--- config.mk ---
export PLATFORM = sky130hd
export DESIGN_NAME = comparator_selftest
export DESIGN_NICKNAME = d
export VERILOG_FILES = /design/src/rtl/comparator_selftest_pkg.sv /design/src/rtl/comparator_selftest_golden.sv /design/src/rtl/comparator_selftest.sv
export SDC_FILE = /design/constraint.sdc
export NUM_CORES = 1
export LEC_CHECK = 0
export CAP_MARGIN = 20
export CORE_ASPECT_RATIO = 1.1
export CORE_MARGIN = 2
export CORE_UTILIZATION = 45
export CTS_CLUSTER_SIZE = 28
export DETAILED_ROUTE_END_ITERATION = 8
export HOLD_SLACK_MARGIN = 0.02
export PLACE_DENSITY = 0.73
export SLEW_MARGIN = 20
export SYNTH_ARGS = -nofsm -noshare
export SYNTH_HDL_FRONTEND = slang
export SYNTH_HIERARCHICAL = 1
export SYNTH_SLANG_ARGS = --single-unit
--- constraint.sdc ---
create_clock -name clk -period 2.9 [get_ports clk]
set_clock_uncertainty 0.1 [all_clocks]
set_input_delay 0.87 -clock clk [delete_from_list [all_inputs] [get_ports clk]]
set_output_delay 0.87 -clock clk [all_outputs]
set_load 0.005 [all_outputs]
--- src/rtl/comparator_selftest_pkg.sv ---
// Shared definitions for the comparator self-test engine: FSM encoding and
// error-counter sizing. Optional build macro: COMPARATOR_SELFTEST_STOP_ON_FAIL_EN.
package comparator_selftest_pkg;

    typedef enum logic [1:0] {
        ST_IDLE   = 2'd0,
        ST_SETTLE = 2'd1,
        ST_CHECK  = 2'd2,
        ST_DONE   = 2'd3
    } state_t;

    localparam int                     ERR_COUNT_W   = 8;
    localparam logic [ERR_COUNT_W-1:0] ERR_COUNT_SAT = 8'd255;

    function automatic logic [ERR_COUNT_W-1:0] sat_inc(input logic [ERR_COUNT_W-1:0] v);
        return (v == ERR_COUNT_SAT) ? v : v + 1'b1;
    endfunction

endpackage

--- src/rtl/comparator_selftest_golden.sv ---
// Combinational reference magnitude comparator (unsigned) used as the
// golden model inside the self-test engine.
module cmp_golden #(
    parameter int WIDTH = 2
) (
    input  logic [WIDTH-1:0] i_a,
    input  logic [WIDTH-1:0] i_b,
    output logic             o_gt,
    output logic             o_lt,
    output logic             o_eq
);

    assign o_gt = (i_a > i_b);
    assign o_lt = (i_a < i_b);
    assign o_eq = (i_a == i_b);

endmodule

--- src/rtl/comparator_selftest.sv ---
// Hardware self-test engine: sweeps every {a,b} into an external comparator
// and checks its responses. `define COMPARATOR_SELFTEST_STOP_ON_FAIL_EN to end
// the sweep at the first mismatch with the failing vector left on a_out/b_out.
module comparator_selftest
    import comparator_selftest_pkg::*;
#(
    parameter int WIDTH         = 2,
    parameter int SETTLE_CYCLES = 4
) (
    input  logic                   clk,
    input  logic                   reset,
    input  logic                   start,
    output logic [WIDTH-1:0]       a_out,
    output logic [WIDTH-1:0]       b_out,
    input  logic                   a_gt_b,
    input  logic                   a_lt_b,
    input  logic                   a_eq_b,
    output logic                   busy,
    output logic                   done,
    output logic                   pass,
    output logic [ERR_COUNT_W-1:0] err_count,
    output logic                   fail_valid,
    output logic [WIDTH-1:0]       fail_a,
    output logic [WIDTH-1:0]       fail_b
);

    localparam int               VEC_W    = 2 * WIDTH;
    localparam int               CNT_W    = $clog2(SETTLE_CYCLES + 1);
    localparam logic [CNT_W-1:0] CNT_LAST = CNT_W'(SETTLE_CYCLES - 1);

    state_t                 r_state;
    logic [VEC_W-1:0]       r_vec;
    logic [CNT_W-1:0]       r_cnt;
    logic                   r_busy;
    logic                   r_done;
    logic                   r_pass;
    logic [ERR_COUNT_W-1:0] r_err;
    logic                   r_fail_valid;
    logic [WIDTH-1:0]       r_fail_a;
    logic [WIDTH-1:0]       r_fail_b;

    logic                   w_gt;
    logic                   w_lt;
    logic                   w_eq;
    logic                   w_mismatch;
    logic                   w_last;
    logic                   w_stop;
    logic [ERR_COUNT_W-1:0] w_err_next;

    cmp_golden #(.WIDTH(WIDTH)) u_golden (
        .i_a  (r_vec[VEC_W-1:WIDTH]),
        .i_b  (r_vec[WIDTH-1:0]),
        .o_gt (w_gt),
        .o_lt (w_lt),
        .o_eq (w_eq)
    );

    // Any differing response bit makes the whole vector one mismatch.
    assign w_mismatch = (a_gt_b != w_gt) | (a_lt_b != w_lt) | (a_eq_b != w_eq);
    assign w_err_next = w_mismatch ? sat_inc(r_err) : r_err;
    assign w_last     = &r_vec;
`ifdef COMPARATOR_SELFTEST_STOP_ON_FAIL_EN
    assign w_stop     = w_last | w_mismatch;
`else
    assign w_stop     = w_last;
`endif

    always_ff @(posedge clk) begin
        if (reset) begin
            r_state      <= ST_IDLE;
            r_vec        <= '0;
            r_cnt        <= '0;
            r_busy       <= 1'b0;
            r_done       <= 1'b0;
            r_pass       <= 1'b0;
            r_err        <= '0;
            r_fail_valid <= 1'b0;
            r_fail_a     <= '0;
            r_fail_b     <= '0;
        end else begin
            r_done <= 1'b0;
            case (r_state)
                ST_IDLE: begin
                    if (start) begin
                        r_err        <= '0;
                        r_pass       <= 1'b0;
                        r_fail_valid <= 1'b0;
                        r_fail_a     <= '0;
                        r_fail_b     <= '0;
                        r_vec        <= '0;
                        r_cnt        <= '0;
                        r_busy       <= 1'b1;
                        r_state      <= ST_SETTLE;
                    end
                end
                ST_SETTLE: begin
                    if (r_cnt == CNT_LAST) begin
                        r_state <= ST_CHECK;
                    end else begin
                        r_cnt <= r_cnt + 1'b1;
                    end
                end
                ST_CHECK: begin
                    r_err <= w_err_next;
                    if (w_mismatch && !r_fail_valid) begin
                        r_fail_valid <= 1'b1;
                        r_fail_a     <= r_vec[VEC_W-1:WIDTH];
                        r_fail_b     <= r_vec[WIDTH-1:0];
                    end
                    if (w_stop) begin
                        r_done  <= 1'b1;
                        r_busy  <= 1'b0;
                        r_pass  <= (w_err_next == '0);
                        r_state <= ST_DONE;
                    end else begin
                        r_vec   <= r_vec + 1'b1;
                        r_cnt   <= '0;
                        r_state <= ST_SETTLE;
                    end
                end
                ST_DONE: begin
                    r_state <= ST_IDLE;
                end
                default: begin
                    r_state <= ST_IDLE;
                end
            endcase
        end
    end

    assign a_out      = r_vec[VEC_W-1:WIDTH];
    assign b_out      = r_vec[WIDTH-1:0];
    assign busy       = r_busy;
    assign done       = r_done;
    assign pass       = r_pass;
    assign err_count  = r_err;
    assign fail_valid = r_fail_valid;
    assign fail_a     = r_fail_a;
    assign fail_b     = r_fail_b;

endmodule
==> impl_metrics.csv <==
group,metric,value,unit
status,status,"completed",
placement,io_buffers,25,
yosys,synth_edf_count,0,
placement,gp_congestion,0.8199,
cts,numClockSinks,25,
drt,wl_per_cell,13.91,um
cts,cts_tree,"built",
sta,setup_tns,0,ns
grt,antenna_found_initial,0,
critical_path,cp_data_required_time,3.02,ns
critical_path,cp_num_buf_inv,1,
sta,tightest_slew,0.5454,ns
cts,clk-insertion-delay-late,0.32,ns
yosys,netlist.area_leader.share,35.56,%
yosys,async_flop_share,0,%
layout,fin_cells,229,
yosys,post-synth-top-count-cell,"dfxtp_1",
critical_path,startpoint_type,"flip-flop",
sta,maxSlewViolCount,0,
drt,drtPass1Iterations,4,
layout,fin_util,56.98,%
sta,clock.fmax,386.0,MHz
drt,drtIter0Drc,41,
sta,period_needed,2.591,ns
sta,finalCritPeriodShare,89.34,%
sta,hold_viol_final,0,
cts,post_cts_resized,0,
layout,postLayoutCellArea,1722,um2
cts,clk_pin_slew_worst_paths,0.13,ns
critical_path,r2r_slack,0.31,ns
layout,nets,208,
layout,insertedDiodeCount,0,
cts,post-cts-setup-buffers,0,
sta,slew_headroom,63.53,%
yosys,netlist_instances,170,
grt,grt_pass1_wl,5.823,mm
floorplanning,start_util,46.58,%
critical_path,critPathTopFamily,"compound AO/OA/AOI/OAI gates",
layout,area_growth,22.31,%
grt,grt_max_degree,16,
yosys,ys_top_cells_by_count,"dfxtp_1 (25), nor2_1 (21), a21oi_1 (18)",
cts,htreeDepth,1,
layout,drive_above_1_share,10.77,%
hold_path,min_from,"pass$_SDFFE_PP0P_",
drt,vias,1333,
critical_path,crit_path_cell_trace,"inv_1 -> ha_1 -> and2_4 -> a21oi_1 -> xor2_2 -> nor3_2 -> a31oi_4 -> a41o_1 -> a311oi_2",
yosys,synth_area_leaders,"dfxtp_1 (36%), a21oi_1 (6.4%), nor2_1 (5.6%)",
critical_path,crit_arrival,2.72,ns
sta,finalSetupViolations,0,
floorplanning,rows,21,
yosys,ys_seq_area_share,35.56,%
yosys,synth_top_area_cell,"dfxtp_1",
floorplanning,core-area,3022,um2
floorplanning,fp.dieH,62.66,um
yosys,syn-cell-area,1408,um2
floorplanning,die_area,3592,um2
yosys,synth_ff_type,"dfxtp_1",
critical_path,critical_path.max_fanout,6,
sta,holdWs,0.3771,ns
drt,drc_errors,0,
cts,cts_buffers,3,
critical_path,startpoint,"r_vec[1]$_SDFFE_PP0P_",
job,drv_cap,0,
grt,first_global_vias,1373,
placement,dp.final_hpwl,2.485,mm
drt,viasPerCell,5.821,
hold_path,min_path_type,"flip-flop to flip-flop",
yosys,synth_cell_types,45,
pwr,vdd_drop_max,0.2116,mV
yosys,synth.avg_cell_area,8.280,um2
floorplanning,die_x,57.33,um
placement,place_area,1692,um2
placement,place_inst,225,
yosys,synth_fp_nets,182,
pwr,power_density,325.4,nW/um2
critical_path,critical_path.slowest_cell,"dfxtp_1",
yosys,ys_ff_latch,25,
critical_path,r2r_start,"r_vec[1]$_SDFFE_PP0P_",
drt,antenna_left,0,
critical_path,path_class,"flip-flop to flip-flop",
floorplanning,pin_count,26,
sta,grt_setup_unrepaired,"false",
grt,gr-usage-all-layers,19.62,%
drt,wl,3.186,mm
cts,cts_buffer_depth,2,
critical_path,end_kind,"flip-flop",
grt,grt_overflow,0,
critical_path,critical_path.max_stage_delay,0.47,ns
cts,root_buffer,"clkbuf_4",
pwr,p_leak,0.5789,nW
cts,holdBufCountCts,0,
yosys,ys_warn_count,6,
==> through the flow <==
stage	power, mW	setup slack [ns]
after floorplan	0.3875	0.5757
after global placement	0.4055	0.2184
after detailed placement	0.4086	0.1148
after CTS	0.5656	0.3067
after global routing	0.5820	0.1507
final	0.5601	0.3093
==> worst paths after layout <==
path,to,cells after the start
setup / recovery,err_count[3]$_SDFFE_PP0P_,9
hold / removal,pass$_SDFFE_PP0P_,2
setup reg to reg,err_count[3]$_SDFFE_PP0P_,9
hold reg to reg,pass$_SDFFE_PP0P_,2
==> state kept, by name (all words and copies together) (netlist names) <==
| name | flops |
|---|---|
| fail_a | 2 |
| pass | 1 |
| r_cnt | 3 |
| err_count | 8 |
| fail_b | 2 |
| r_vec | 4 |
| fail_valid | 1 |
| done | 1 |
| busy | 1 |
| r_state | 2 |
==> placed cells by master (no fill, tap or decap), types with 4 or more instances in the layout <==
cell type	instances
nand2_1	16
inv_1	5
clkdlybuf4s50_1	25
dfxtp_1	25
nand3_1	11
a21oi_1	18
ha_1	6
o21ai_0	5
buf_4	4
nor3_1	10
nor2_1	21
==> worst reg2reg max path, delay by kind of cell, from the launching register on <==
kind            cells  cell delay (ns)
simple gates        2             0.58
flops               1             0.47
fa+ha+maj           1             0.29
buf+inv             1             0.08
xor+xnor            1             0.14
compound gates      4             0.86
==> power by group <==
group | total (mW) | switching [mW] | internal (mW)
Combinational | 0.0502 | 0.0296 | 0.0206
Sequential | 0.351 | 0.00359 | 0.347
Clock | 0.159 | 0.107 | 0.0526
==> cell families (layout without fill, tap and decap cells) <==
logic type	after synthesis	after routing	share of synthesized area [%]
AND/OR/NAND/NOR	79	79	28.09
AO/OA/AOI/OAI	38	38	19.56
flip-flops	25	25	35.56
buffers and inverters	13	38	4.088
XOR/XNOR	7	7	5.956
adder cells (fa/ha/maj)	6	6	5.333
multiplexers	2	2	1.422
==> layout make-up <==
cell class,count,area [um2]
clock buffers,3,22.52
clock inverters,1,7.507
multi-input cells,132,849.6
repair buffers,29,280.3
fillers,286,1300
flip-flops and latches,25,500.5
well taps,34,42.54
inverters,5,18.77
==> metal layers <==
metal	global-route usage, %	part of all wire [%]	vias to the layer above
met4	7.849	1.7	0
li1	-	-	650
met1	23.51	41	635
met3	1.863	4.2	8
met5	0	0	-
met2	35.20	53	40
Power figures use the tool's default switching activity.
==> variant 1: new RTL, same flow settings <==
Make the reset (`reset`) asynchronous in one clocked block.
--- a/src/rtl/comparator_selftest.sv
+++ b/src/rtl/comparator_selftest.sv
@@ -66,5 +66,5 @@
 `endif
 
-    always_ff @(posedge clk) begin
+    always_ff @(posedge clk or posedge reset) begin
         if (reset) begin
             r_state      <= ST_IDLE;
Check against the original RTL: differs if reset is asserted again (counterexample within 4 cycles, from zero or initial values and one cycle with reset high); with reset held inactive, the same outputs for 10 cycles.
==> variant 1 against the original RTL <==
Sequential cell count unchanged. Sequential share of layout area increased by 4.8 points. Area after synthesis up 8.3%. Final area rose by 7.4%. Routed wire length increased by 6.1%. Worst setup slack got worse by 0.048 ns. Die area is 7.7% higher. Critical path type unchanged. Critical endpoint is now pass$_DFFE_PP0P_.
Power is not compared: it rests on default switching activity, and its combinational part moved more than twofold at a synthesized area within 25%.
==> variant 1: results (changes against the original RTL) <==
stage,metric,value,unit,change
cells_and_area,Non-CTS inverters,14,,was 5
worst_setup_path,cells on worst reg2reg path,10,,was 9
worst_setup_path,Reg2Reg Launch Point,r_vec[1]$_DFFE_PP0P_,,was r_vec[1]$_SDFFE_PP0P_
worst_setup_path,r2r setup slk,0.26,ns,was 0.31 ns
cells_and_area,clk cell area share,0.0169,,was 0.0174
cells_and_area,multi-input gate count,116,,was 132
worst_setup_path,Critical Path AT,2.80,ns,was 2.72 ns
synth,post-synthesis cell type count,49,,was 45
global_route,aggregate global-route resource usage,0.193,,was 0.196
cells_and_area,fraction of layout cells with a size suffix above 1,0.106,,was 0.108
place,detailed placement HPWL,2480,um,about the same
routing,DRT Wirelength,3380,um,was 3190 um
global_route,largest net degree at the start of global routing,26,,was 16
cells_and_area,"Buffers, non-clock",30,,was 29
place,Final Wtd Congestion,0.847,,was 0.820
routing,Initial DRC Count,67,,was 41
run_status,outcome,completed,,unchanged
synth,post-synthesis async set-or-reset flop share,1.00,,was 0
min_path,Worst Hold Launch,busy$_DFFE_PP0P_,,was pass$_SDFFE_PP0P_
place,placed cell area,0.00181,sq mm,was 0.00169 sq mm
timing,final worst-path cycle share,0.910,,was 0.893
timing,slew of the pin with the lowest slew margin,0.636,ns,was 0.545 ns
cells_and_area,signal buffers share of area,0.156,,was 0.163
cells_and_area,final net count,202,,was 208
min_path,Worst Hold Path EP,busy$_DFFE_PP0P_,,was pass$_SDFFE_PP0P_
synth,largest cells by area after synthesis,"dfrtp_1 (41%), a22o_1 (5.7%), ha_1 (4.9%), nand2_1 (3.7%), o21ai_0 (3.6%)",,"was dfxtp_1 (36%), a21oi_1 (6.4%), nor2_1 (5.6%), ha_1 (5.3%), nand2_1 (4.3%)"
worst_setup_path,R2R Path End,pass$_DFFE_PP0P_,,was err_count[3]$_SDFFE_PP0P_
worst_setup_path,"slowest stage delay, CP",0.49,ns,was 0.47 ns
global_route,wire length of the first global-routing pass,5650,um,was 5820 um
-- variant 1: logic make-up (layout without fill, tap and decap cells) --
kind of cell / count (synthesis) / after routing / share of synthesized area
and+or+nand+nor: 57 / 57 / 0.202
xor gates and xnor gates: 4 / 4 / 0.0279
AOI/OAI and AO/OA: 42 / 42 / 0.197
DFF: 25 / 25 / 0.411
muxes: 7 / 7 / 0.0493
adders and majority gates: 6 / 6 / 0.0493
buffers and inverters: 22 / 48 / 0.0640
-- variant 1: metrics by stage --
stage | hold slack (ns) | instances | total power, mW
floorplan | 0.371 | 163 | 0.596
global placement | 0.360 | 221 | 0.694
detailed placement | 0.376 | 221 | 0.703
CTS | 0.410 | 225 | 0.879
global route | 0.447 | 225 | 0.930
finish | 0.416 | 225 | 0.870
-- variant 1: layer usage --
layer  up-vias  wire [um]  GRT usage  share of wire
met2        20       1730      0.324           0.51
met1       632       1500      0.240           0.44
li1        644          -          -              -
met5         -          0          0              0
met3         6         69     0.0200          0.020
met4         0         80     0.0966          0.024
==> variant 2: new RTL, same settings <==
Without the edit above. `WIDTH` is set to 2 in 2 places; all go to 4.
--- a/src/rtl/comparator_selftest_golden.sv
+++ b/src/rtl/comparator_selftest_golden.sv
@@ -2,5 +2,5 @@
 // golden model inside the self-test engine.
 module cmp_golden #(
-    parameter int WIDTH = 2
+    parameter int WIDTH = 4
 ) (
     input  logic [WIDTH-1:0] i_a,
--- a/src/rtl/comparator_selftest.sv
+++ b/src/rtl/comparator_selftest.sv
@@ -5,5 +5,5 @@
     import comparator_selftest_pkg::*;
 #(
-    parameter int WIDTH         = 2,
+    parameter int WIDTH         = 4,
     parameter int SETTLE_CYCLES = 4
 ) (
Ports: changed (resized a_out, b_out, fail_a and fail_b); port bits go from 26 to 34. No check against the original RTL was run, so the function may have changed too.
==> variant 2 against the original RTL <==
Maximum frequency is 3.3% higher. Sequential cell count up 8. Area after synthesis up 28%. Critical path depth grew 1. Critical endpoint is now err_count[4]$_SDFFE_PP0P_. Hold slack got worse by 0.0091 ns. Final area grew 37%. Utilization increased by 3.3 points. Highest routed layer unchanged. Routed wire length is 33% higher. Total power up 73%. Worst setup slack improved by 0.083 ns. Sequential share of layout area shrank 1.0 points.
==> variant 2: results (changes against the original RTL) <==
stage,metric,value,unit,change
worst_setup_path,family with the most delay on the worst path,simple AND/OR/NAND/NOR gates,,was compound AO/OA/AOI/OAI gates
routing,post-DR vias/cell,5.45,,was 5.82
worst_setup_path,CP max-delay cell,or4_1,,was dfxtp_1
worst_setup_path,"slowest stage delay, CP",0.50,ns,was 0.47 ns
routing,routed wl met2,2040,um,was 1700 um
global_route,vias in the first global route,1581,,was 1373
synth,"Seq/Total Area, Yosys",0.366,,was 0.356
synth,Mapped Nets,227,,was 182
place,detailed placement HPWL,2990,um,was 2480 um
run_status,outcome,completed,,unchanged
synth,post-synthesis cell type count,49,,was 45
global_route,initial antenna violation count,0,,unchanged
clock_network,number of buffers created by CTS,5,,was 3
timing,slew of the pin with the lowest slew margin,0.424,ns,was 0.545 ns
clock_network,CTS HTree Levels,2,,was 1
synth,Post-synth top cells,"dfxtp_1 (33), a21oi_1 (25), nand2_1 (22)",,"was dfxtp_1 (25), nor2_1 (21), a21oi_1 (18)"
worst_setup_path,cells on worst reg2reg path,10,,was 9
worst_setup_path,crit-path max FO,14,,was 6
place,dpl ws,0.104,ns,was 0.115 ns
clock_network,Clock Latency Late Sink,0.29,ns,was 0.32 ns
routing,WL met1,1930,um,was 1290 um
power_and_ir_drop,Lkg Pwr,0.841,nW,was 0.579 nW
place,Cells after DPL,300,,was 225
global_route,largest net degree at the start of global routing,29,,was 16
place,Buffers on Ports,33,,was 25
synth,largest cells by area after synthesis,"dfxtp_1 (37%), a21oi_1 (6.9%), ha_1 (5.5%), nand2_1 (4.6%), nor2_1 (3.9%)",,"was dfxtp_1 (36%), a21oi_1 (6.4%), nor2_1 (5.6%), ha_1 (5.3%), nand2_1 (4.3%)"
cells_and_area,Fillers,359,,was 286
cells_and_area,final net count,269,,was 208
clock_network,CTS root buf,clkbuf_8,,was clkbuf_4
place,placed cell area,0.00224,sq mm,was 0.00169 sq mm
routing,DR WL met3,211,um,was 134 um
place,Final Wtd Congestion,0.831,,was 0.820
cells_and_area,fraction of layout cells with a size suffix above 1,0.125,,was 0.108
global_route,wire length of the first global-routing pass,7210,um,was 5820 um
cells_and_area,multi-input logic area,0.00108,sq mm,was 850 sq um
power_and_ir_drop,worst vdd rail ir drop,0.260,mV,was 0.212 mV
routing,Avg WL per Cell,13.8,um,was 13.9 um
routing,Initial DRC Count,72,,was 41
worst_setup_path,Critical Path AT,2.63,ns,was 2.72 ns
timing,Fmax,0.399,GHz,was 0.386 GHz
clock_network,Setup Buffers After CTS,0,,unchanged
synth,instance count of the mapped netlist,213,,was 170
global_route,aggregate global-route resource usage,0.202,,was 0.196
## variant 2: changes by cell type after synthesis, moves of 5 or more
cell	change
a21oi_1	+7
dfxtp_1	+8
xor2_1	+5
nor3_1	-5
a31oi_1	+6
nand2_1	+6
## variant 2: routing by layer
metal,vias up,GRT usage
met3,7,0.0612
met2,39,0.345
met1,784,0.241
met5,-,0
met4,0,0.0638
li1,849,-
## variant 2: cell type report
class | instances | area share
clock buffers | 7 | 0.0367
flip-flops and latches | 33 | 0.281
repair buffers | 43 | 0.172
inverters | 6 | 0.00956
clock inverters | 1 | 0.0128
multi-input cells | 166 | 0.461
well taps | 52 | 0.0276
## variant 2: cells by family (layout without fill, tap and decap cells)
kind of cell    Yosys count  after routing  share of synthesized area
compound gates           53             53                      0.199
xor+xnor                  8              8                     0.0388
fa+ha+maj                 8              8                     0.0554
buf+inv                  14             57                     0.0339
flops                    33             33                      0.366
mux                       4              4                     0.0222
simple gates             93             93                      0.285
## variant 2: tightest hold or removal path, cell delays in order, from the launching register on
cell	delay [ns]
dfxtp_1	0.31
nand3_1	0.06
a21oi_1	0.06
## variant 2: worst paths after layout
path                                             start                   endpoint  slack, ns
worst max register to register   r_vec[1]$_SDFFE_PP0P_  err_count[4]$_SDFFE_PP0P_       0.39
worst max-delay path             r_vec[1]$_SDFFE_PP0P_  err_count[4]$_SDFFE_PP0P_       0.39
worst min register to register  fail_b[1]$_SDFFE_PP0P_     fail_b[1]$_SDFFE_PP0P_       0.37
worst min-delay path            fail_b[1]$_SDFFE_PP0P_     fail_b[1]$_SDFFE_PP0P_       0.37
## variant 2: power breakdown
group          switching, mW  total, mW  internal [mW]
Clock                  0.175      0.455          0.280
Combinational         0.0331     0.0547         0.0217
Sequential           0.00340      0.460          0.457
Total                  0.212      0.970          0.759
